<file path="src/rtl/dffram_port_responder.sv">
// Behavioural stand-in for the single-port DFFRAM macro: banked 16-word arrays,
// byte-masked writes, read-first registered read port, and a zero-fill sweep after reset.
module dffram_port_responder #(
  parameter  int WSIZE  = 4,
  parameter  int BANKS  = 8,
  localparam int AWIDTH = $clog2(BANKS) + 4
) (
  input  logic                 CLK,
  input  logic                 RST,
  input  logic                 EN0,
  input  logic [WSIZE-1:0]     WE0,
  input  logic [AWIDTH-1:0]    A0,
  input  logic [8*WSIZE-1:0]   Di0,
  output logic [8*WSIZE-1:0]   Do0,
  output logic                 READY
);

  localparam int DW    = 8 * WSIZE;
  localparam int DEPTH = 16 * BANKS;
  localparam int BW    = AWIDTH - 4;

  typedef enum logic [0:0] {
    ST_CLEAR = 1'b0,
    ST_IDLE  = 1'b1
  } state_e;

  state_e              state_r;
  state_e              state_nxt_s;
  logic [AWIDTH-1:0]   clr_cnt_r;
  logic [DW-1:0]       do0_r;
  logic                ready_r;

  logic                wr_en_s;
  logic [WSIZE-1:0]    wr_be_s;
  logic [AWIDTH-1:0]   wr_addr_s;
  logic [DW-1:0]       wr_data_s;
  logic                rd_en_s;
  logic [DW-1:0]       bank_rd_s [BANKS];

  // Next-state and write-port selection: the sweep owns the array until it finishes.
  always_comb begin
    state_nxt_s = state_r;
    wr_en_s     = 1'b0;
    wr_be_s     = '0;
    wr_addr_s   = clr_cnt_r;
    wr_data_s   = '0;
    rd_en_s     = 1'b0;
    case (state_r)
      ST_CLEAR: begin
        wr_en_s = 1'b1;
        wr_be_s = '1;
        if (clr_cnt_r == AWIDTH'(DEPTH - 1)) begin
          state_nxt_s = ST_IDLE;
        end else begin
          state_nxt_s = ST_CLEAR;
        end
      end
      ST_IDLE: begin
        if (EN0) begin
          rd_en_s   = 1'b1;
          wr_en_s   = |WE0;
          wr_be_s   = WE0;
          wr_addr_s = A0;
          wr_data_s = Di0;
        end else begin
          rd_en_s   = 1'b0;
        end
      end
      default: begin
        state_nxt_s = ST_CLEAR;
      end
    endcase
  end

  // Control registers: FSM, sweep counter, read data and ready flag.
  always_ff @(posedge CLK) begin
    if (RST) begin
      state_r   <= ST_CLEAR;
      clr_cnt_r <= '0;
      do0_r     <= '0;
      ready_r   <= 1'b0;
    end else begin
      state_r <= state_nxt_s;
      ready_r <= (state_nxt_s == ST_IDLE);
      if (state_r == ST_CLEAR) begin
        clr_cnt_r <= clr_cnt_r + AWIDTH'(1);
      end
      if (rd_en_s) begin
        do0_r <= bank_rd_s[A0[AWIDTH-1:4]];
      end
    end
  end

  // Each bank decodes its own write strobe from the upper address bits.
  for (genvar b = 0; b < BANKS; b++) begin : g_bank
    logic [DW-1:0] bank_mem_r [16];
    logic          bank_we_s;

    assign bank_we_s    = wr_en_s && !RST && (wr_addr_s[AWIDTH-1:4] == BW'(b));
    assign bank_rd_s[b] = bank_mem_r[A0[3:0]];

    // Byte-masked write into this bank's storage.
    always_ff @(posedge CLK) begin
      for (int i = 0; i < WSIZE; i++) begin
        if (bank_we_s && wr_be_s[i]) begin
          bank_mem_r[wr_addr_s[3:0]][8*i +: 8] <= wr_data_s[8*i +: 8];
        end
      end
    end
  end

  assign Do0   = do0_r;
  assign READY = ready_r;

endmodule
</file>
<file path="config.mk">
export PLATFORM = sky130hd
export DESIGN_NAME = dffram_port_responder
export DESIGN_NICKNAME = d
export VERILOG_FILES = /design/src/rtl/dffram_port_responder.sv
export SDC_FILE = /design/constraint.sdc
export NUM_CORES = 2
export LEC_CHECK = 0
export ABC_AREA = 1
export ABC_CLOCK_PERIOD_IN_PS = 17550
export BUFFER_PORTS_ARGS = -buffer_cell sky130_fd_sc_hd__buf_4
export CAP_MARGIN = 20
export CORE_MARGIN = 2
export CORE_UTILIZATION = 40
export CTS_CLUSTER_SIZE = 8
export DETAILED_ROUTE_END_ITERATION = 7
export PLACE_DENSITY_LB_ADDON = 0.05
export REMOVE_ABC_BUFFERS = 1
export SETUP_SLACK_MARGIN = 0.05
export SYNTH_ARGS = -nofsm -noshare
export SYNTH_HDL_FRONTEND = slang
export SYNTH_SLANG_ARGS = --single-unit
</file>
<file path="constraint.sdc">
create_clock -name CLK -period 17.55 [get_ports CLK]
set_input_delay 3.51 -clock CLK [delete_from_list [all_inputs] [get_ports CLK]]
set_output_delay 3.51 -clock CLK [all_outputs]
set_load 0.005 [all_outputs]
</file>
* Word-level counts from Yosys, hierarchy flattened
Memory sizes are Yosys's and may differ from the RTL's.
Cells that the tools add are included.
** Cells by class
- Add/sub/neg operators :: 1
- Order comparisons :: 1
- Equality and inequality tests :: 8
- Muxes and demuxes :: 79
- Bitwise operators :: 2
- Reduce and logical (&&, ||, !) cells :: 44
** Operators with widths (count)
- 32-bit two-way mux :: 4
- 32-bit binary-select mux with 3-bit select :: 1
- 1-bit two-way mux :: 69
- 1-bit logical AND :: 41
- 7-bit two-way mux :: 2
- 3-bit == test (second input constant) :: 4
- 4-bit case mux with 2 select lines :: 1
- 7-bit by 1-bit adder with 7-bit output (second input constant) :: 1
- 7-bit == test (second input constant) :: 1
- 3-bit by 2-bit == test with 1-bit output (second input constant) :: 2
- 4-bit greater-or-equal comparator (second input constant) :: 1
- 4-bit two-way mux :: 1
- 3-bit inverter with 4-bit output :: 1
- 4-bit OR reduction :: 1
- 3-bit by 1-bit == test with 1-bit output (second input constant) :: 1
- 3-bit logical NOT :: 1
- 1-bit case mux with 2 select lines :: 1
- 1-bit logical NOT :: 1
- 1-bit inverter :: 1
** Storage, ports and cells
- Flip-flop bits (word level) :: 40
- Bits in writable memories :: 4096
- Input bits :: 46
- Output and inout bits :: 33
- Logic and storage cells :: 146
- Memories :: 8
** Memories
- g_bank[0].bank_mem_r :: words 16, width 32, read ports 1, clocked after Yosys merged registers in 0, write ports 1, RTL line 96 : logic [DW-1:0] bank_mem_r [16];
- g_bank[1].bank_mem_r :: words 16, width 32, read ports 1, clocked after Yosys merged registers in 0, write ports 1, RTL line 96
- g_bank[2].bank_mem_r :: words 16, width 32, read ports 1, clocked after Yosys merged registers in 0, write ports 1, RTL line 96
- g_bank[3].bank_mem_r :: words 16, width 32, read ports 1, clocked after Yosys merged registers in 0, write ports 1, RTL line 96
- g_bank[4].bank_mem_r :: words 16, width 32, read ports 1, clocked after Yosys merged registers in 0, write ports 1, RTL line 96
- g_bank[5].bank_mem_r :: words 16, width 32, read ports 1, clocked after Yosys merged registers in 0, write ports 1, RTL line 96
- 2 more memories

* Depth between registers and ports, before layout
- Depth in word-level cells :: 8
- Mapped depth :: 17
- Mapped depth without buffers :: 13

* Worst setup path before layout
OpenSTA, ideal clock, no wires.
- Kind :: input to register
- Start point :: input EN0
- End point :: memory g_bank[0].bank_mem_r[0][10] in the netlist's numbering, data pin
- Library setup time :: 0.795 ns
- Arrival time :: 7.252 ns
- Data required time :: 16.755 ns
- Path slack :: 9.503 ns
- Cell stages on the path :: 6
- Path buffers :: 4
- Cell sequence :: nand2_4 buf_6 clkbuf_1 clkbuf_1 buf_2 nor2_1
** On the way
- Word-level cells in the longest chain between the ends :: 2
** RTL lines
- start, declared :: RTL line 10 : input logic EN0,
- 32-bit two-way mux :: RTL line 59 : if (EN0) begin
- 32-bit two-way mux :: RTL line 48 : case (state_r)
- net wr_data_s[10] :: RTL line 36 : logic [DW-1:0] wr_data_s;
- end, declared :: RTL line 96
The timed path passes the listed nets, and every way through them passes these cells.

* Final worst setup path
- Start point :: input A0[0]
- End point :: register do0_r[21], in the netlist Do0[21]
** On the way
- Word-level cells in the longest chain between the ends :: 4
- Elaborated cells between the ends (all ways) :: 11
- Classes of those cells :: mux (3); memory (8)
** RTL lines
- start, declared :: RTL line 12 : input logic [AWIDTH-1:0] A0,
- memory 16 x 32 bit
- 32-bit binary-select mux with 3-bit select (*) :: RTL line 89 : do0_r <= bank_rd_s[A0[AWIDTH-1:4]];
- 32-bit two-way mux (implied by the code) (*) (2 in series) :: RTL line 89
- end signal, assigned :: RTL line 89
- end, declared :: RTL line 30 : logic [DW-1:0] do0_r;
Every way passes the cells marked *; elsewhere a longest branch is shown, timed or not. The select of a mux whose other input is x is not followed.
A chain may end at the register's enable or synchronous reset.

==> results.json <==
{
  "multi_input_area_um2": 39700,
  "start_kind": "input port",
  "crit_top_cell": "nand2_1",
  "worst_slew_pin_slew_ns": 1.42,
  "hold_depth": 2,
  "cap_violations": 0,
  "postCtsSetupBuffers": 0,
  "max_stage_delay_ns": 0.95,
  "r2r_slack_ns": 11.71,
  "clk_pin_slew_ns": 0.05,
  "cts.sinks": 4136,
  "insertion_delay_ns": 1.04,
  "post_synth_instance_area_um2": 168000,
  "cp_slowest_cell": "buf_4",
  "ioPinCount": 79,
  "grt_max_degree": 203,
  "met1Wirelength_um": 235000,
  "finalHoldViolCount": 0,
  "chipHeight_um": 653,
  "drv_slew": 0,
  "cts_hold_buf": 0,
  "vias": 110000,
  "cts.path.max_buffers": 4,
  "timing.final.crit_share_pct": 46.8,
  "ys_types": 28,
  "highest_layer": "met4",
  "grt_usage_pct": 24.2,
  "hp-class": "reg -> reg",
  "layout-drive-gt1-share_pct": 7.02,
  "reg2regPathDepth": 8,
  "fin_crit_ns": 8.21,
  "total_power_mw": 21.9,
  "finalSetupTns_ns": 0,
  "first_pass_iters": 6,
  "wl_met3_um": 34700,
  "skew_ns": 0.0372,
  "p_per_area_nw_per_um2": 116,
  "postSynthAreaPerCell_um2": 11.7,
  "status": "finished, final reports clean",
  "cp.arrival_ns": 9.18,
  "initial_core_util_pct": 40.1,
  "fmax_ghz": 0.122,
  "yosys_register_bits": 4136,
  "die-area_um2": 426000,
  "crit_required_ns": 18.52,
  "first_iter_violations": 11200,
  "maxSlewHeadroom_pct": 5.00,
  "final_nets": 14300,
  "port-buffer-count": 78,
  "p_leak_nw": 69.7,
  "n_fill_cell": 38200,
  "setup_viol_count_final": 0,
  "cts_buffers": 588,
  "wl_per_cell_um": 26.3,
  "core_um2": 420000,
  "vias_per_cell": 5.54,
  "chipWidth_um": 653,
  "worstSetupEndpointType": "register",
  "drc_errors": 0,
  "cts_tree": "done",
  "rsz0062_at_grt": "false",
  "netlist_instances": 14400,
  "wl_met2_um": 242000,
  "cts_root_buf": "clkbuf_16",
  "dp_hpwl_um": 286000,
  "gp_congestion": 0.813,
  "yosysSeqAreaShare_pct": 73.5,
  "antenna_found_initial": 33,
  "grt_pass1_vias": 108000,
  "drt.antenna.violating_nets": 0,
  "grt_overflow_total": 0,
  "vdd_drop_max_mv": 0.0973,
  "num_rows": 238,
  "cp_cell_sequence": "buf_16 -> buf_4 -> buf_12 -> buf_4 -> buf_12 -> buf_4 -> nand2_1 -> nand3_1 -> nand3_1 -> nand2_1 -> nand2_1 -> nand3_1 -> nand3_1 -> nand2_1 -> nand2_1 -> nand3_1 -> nand2_1 -> inv_1",
  "cts_resized": 0,
  "drt-total-wl_um": 525000,
  "crit_type": "in -> reg",
  "seq_area_um2": 124000,
  "yosys_warnings": 0,
  "crit_fanout": 180,
  "htree_levels": 6,
  "syn_to_final_growth_pct": 12.3,
  "grt_pass1_wl_um": 761000
}
==> worst paths after layout <==
| check | from | endpoint |
|---|---|---|
| worst max-delay path | A0[0] | Do0[21]$_SDFFE_PP0P_ |
| worst max register to register | READY$_SDFF_PP0_ | g_bank[5].bank_mem_r[3][1]$_DFFE_PP_ |
| worst min-delay path | clr_cnt_r[6]$_SDFFE_PP0N_ | clr_cnt_r[6]$_SDFFE_PP0N_ |
| worst min register to register | clr_cnt_r[6]$_SDFFE_PP0N_ | clr_cnt_r[6]$_SDFFE_PP0N_ |
==> worst max-delay path: cells and delay by family <==
family	cells	cell delay, ns
buf+inv	7	3.98
simple gates	11	1.28
==> logic make-up (layout without fill, tap and decap cells) <==
logic type | Yosys count | in the layout | synth area share [%]
and+or+nand+nor | 9153 | 9153 | 23.3
AOI/OAI and AO/OA | 21 | 21 | 0.0713
buffers and inverters | 1085 | 1085 | 3.12
adders and majority gates | 1 | 1 | 0.00743
DFF | 4136 | 4136 | 73.5
other | 0 | 9 | 0
==> state kept, by name, summed over array words and instances (netlist names) <==
| signal | flops |
|---|---|
| clr_cnt_r | 7 |
| Do0 | 32 |
| READY | 1 |
| g_bank.bank_mem_r | 4096 |
==> cell usage after synthesis (all sizes together) <==
cell type	count	area, um^2
nor3	5	25.0
nand2	4799	18100
buf	777	4090
edfxtp	4096	123000
clkinv	1	3.75
dfxtp	40	801
nand3b	1	7.51
ha	1	12.5
inv	93	352
nand4	1	6.26
nand3	3778	18900
nor2	567	2180
clkbuf	214	803
o21ai	15	90.1
a21oi	6	30.0
or2	1	6.26
nor3b	1	7.51
==> layout by cell type, fill, tap and decap left out, types with 3 or more instances in the layout <==
cell type  count
nand2_1     4759
buf_6          3
nor2_4        38
nand2_4       16
nor2_2         8
clkbuf_1      81
buf_8          3
nand2_2       23
inv_6         15
inv_2          3
nor2_1       521
dfxtp_1       40
inv_16         4
o21ai_2        4
buf_12        16
o21ai_0        5
o21ai_1        5
clkinv_8       8
inv_8          3
clkbuf_16    613
nor3_1         5
diode_2        9
buf_4        246
inv_1         85
a21oi_1        6
nand3_1     3778
edfxtp_1    4096
==> metrics by stage <==
step           setup WS (ns)  utilization (%)  cell area, um^2  hold WS (ns)  cells
3_5_place_dp            8.34             41.3           173000         0.483  19200
3_3_place_gp            8.42             41.3           173000         0.484  19200
4_1_cts                 9.46             45.1           189000         0.491  19900
5_1_grt                 8.99             45.1           189000         0.527  19900
2_1_floorplan           3.61                -           164000         0.455  13400
6_report                9.34             45.1           189000         0.495  19900
==> final cells by class <==
type | instances | area share, %
Multi-Input combinational cell | 9175 | 21.0
Clock inverter | 27 | 0.173
Sequential cell | 4136 | 65.5
Tap cell | 5520 | 3.65
Inverter | 94 | 0.210
Timing Repair Buffer | 270 | 1.22
Antenna cell | 9 | 0.0119
Clock buffer | 694 | 8.27
==> layer usage <==
metal / vias up / track usage, %
met2: 3925 / 38.3
met5: - / 0
met1: 55500 / 34.8
met3: 721 / 3.72
met4: 0 / 6.35
li1: 50200 / -
==> power breakdown <==
part           switching [mW]  total, mW  internal (mW)
Combinational           0.739      0.962          0.223
Clock                    4.01       10.2           6.16
Sequential            0.00347       10.7           10.7
Total                    4.75       21.9           17.1
Note: power is estimated with default switching activity, not from simulation.
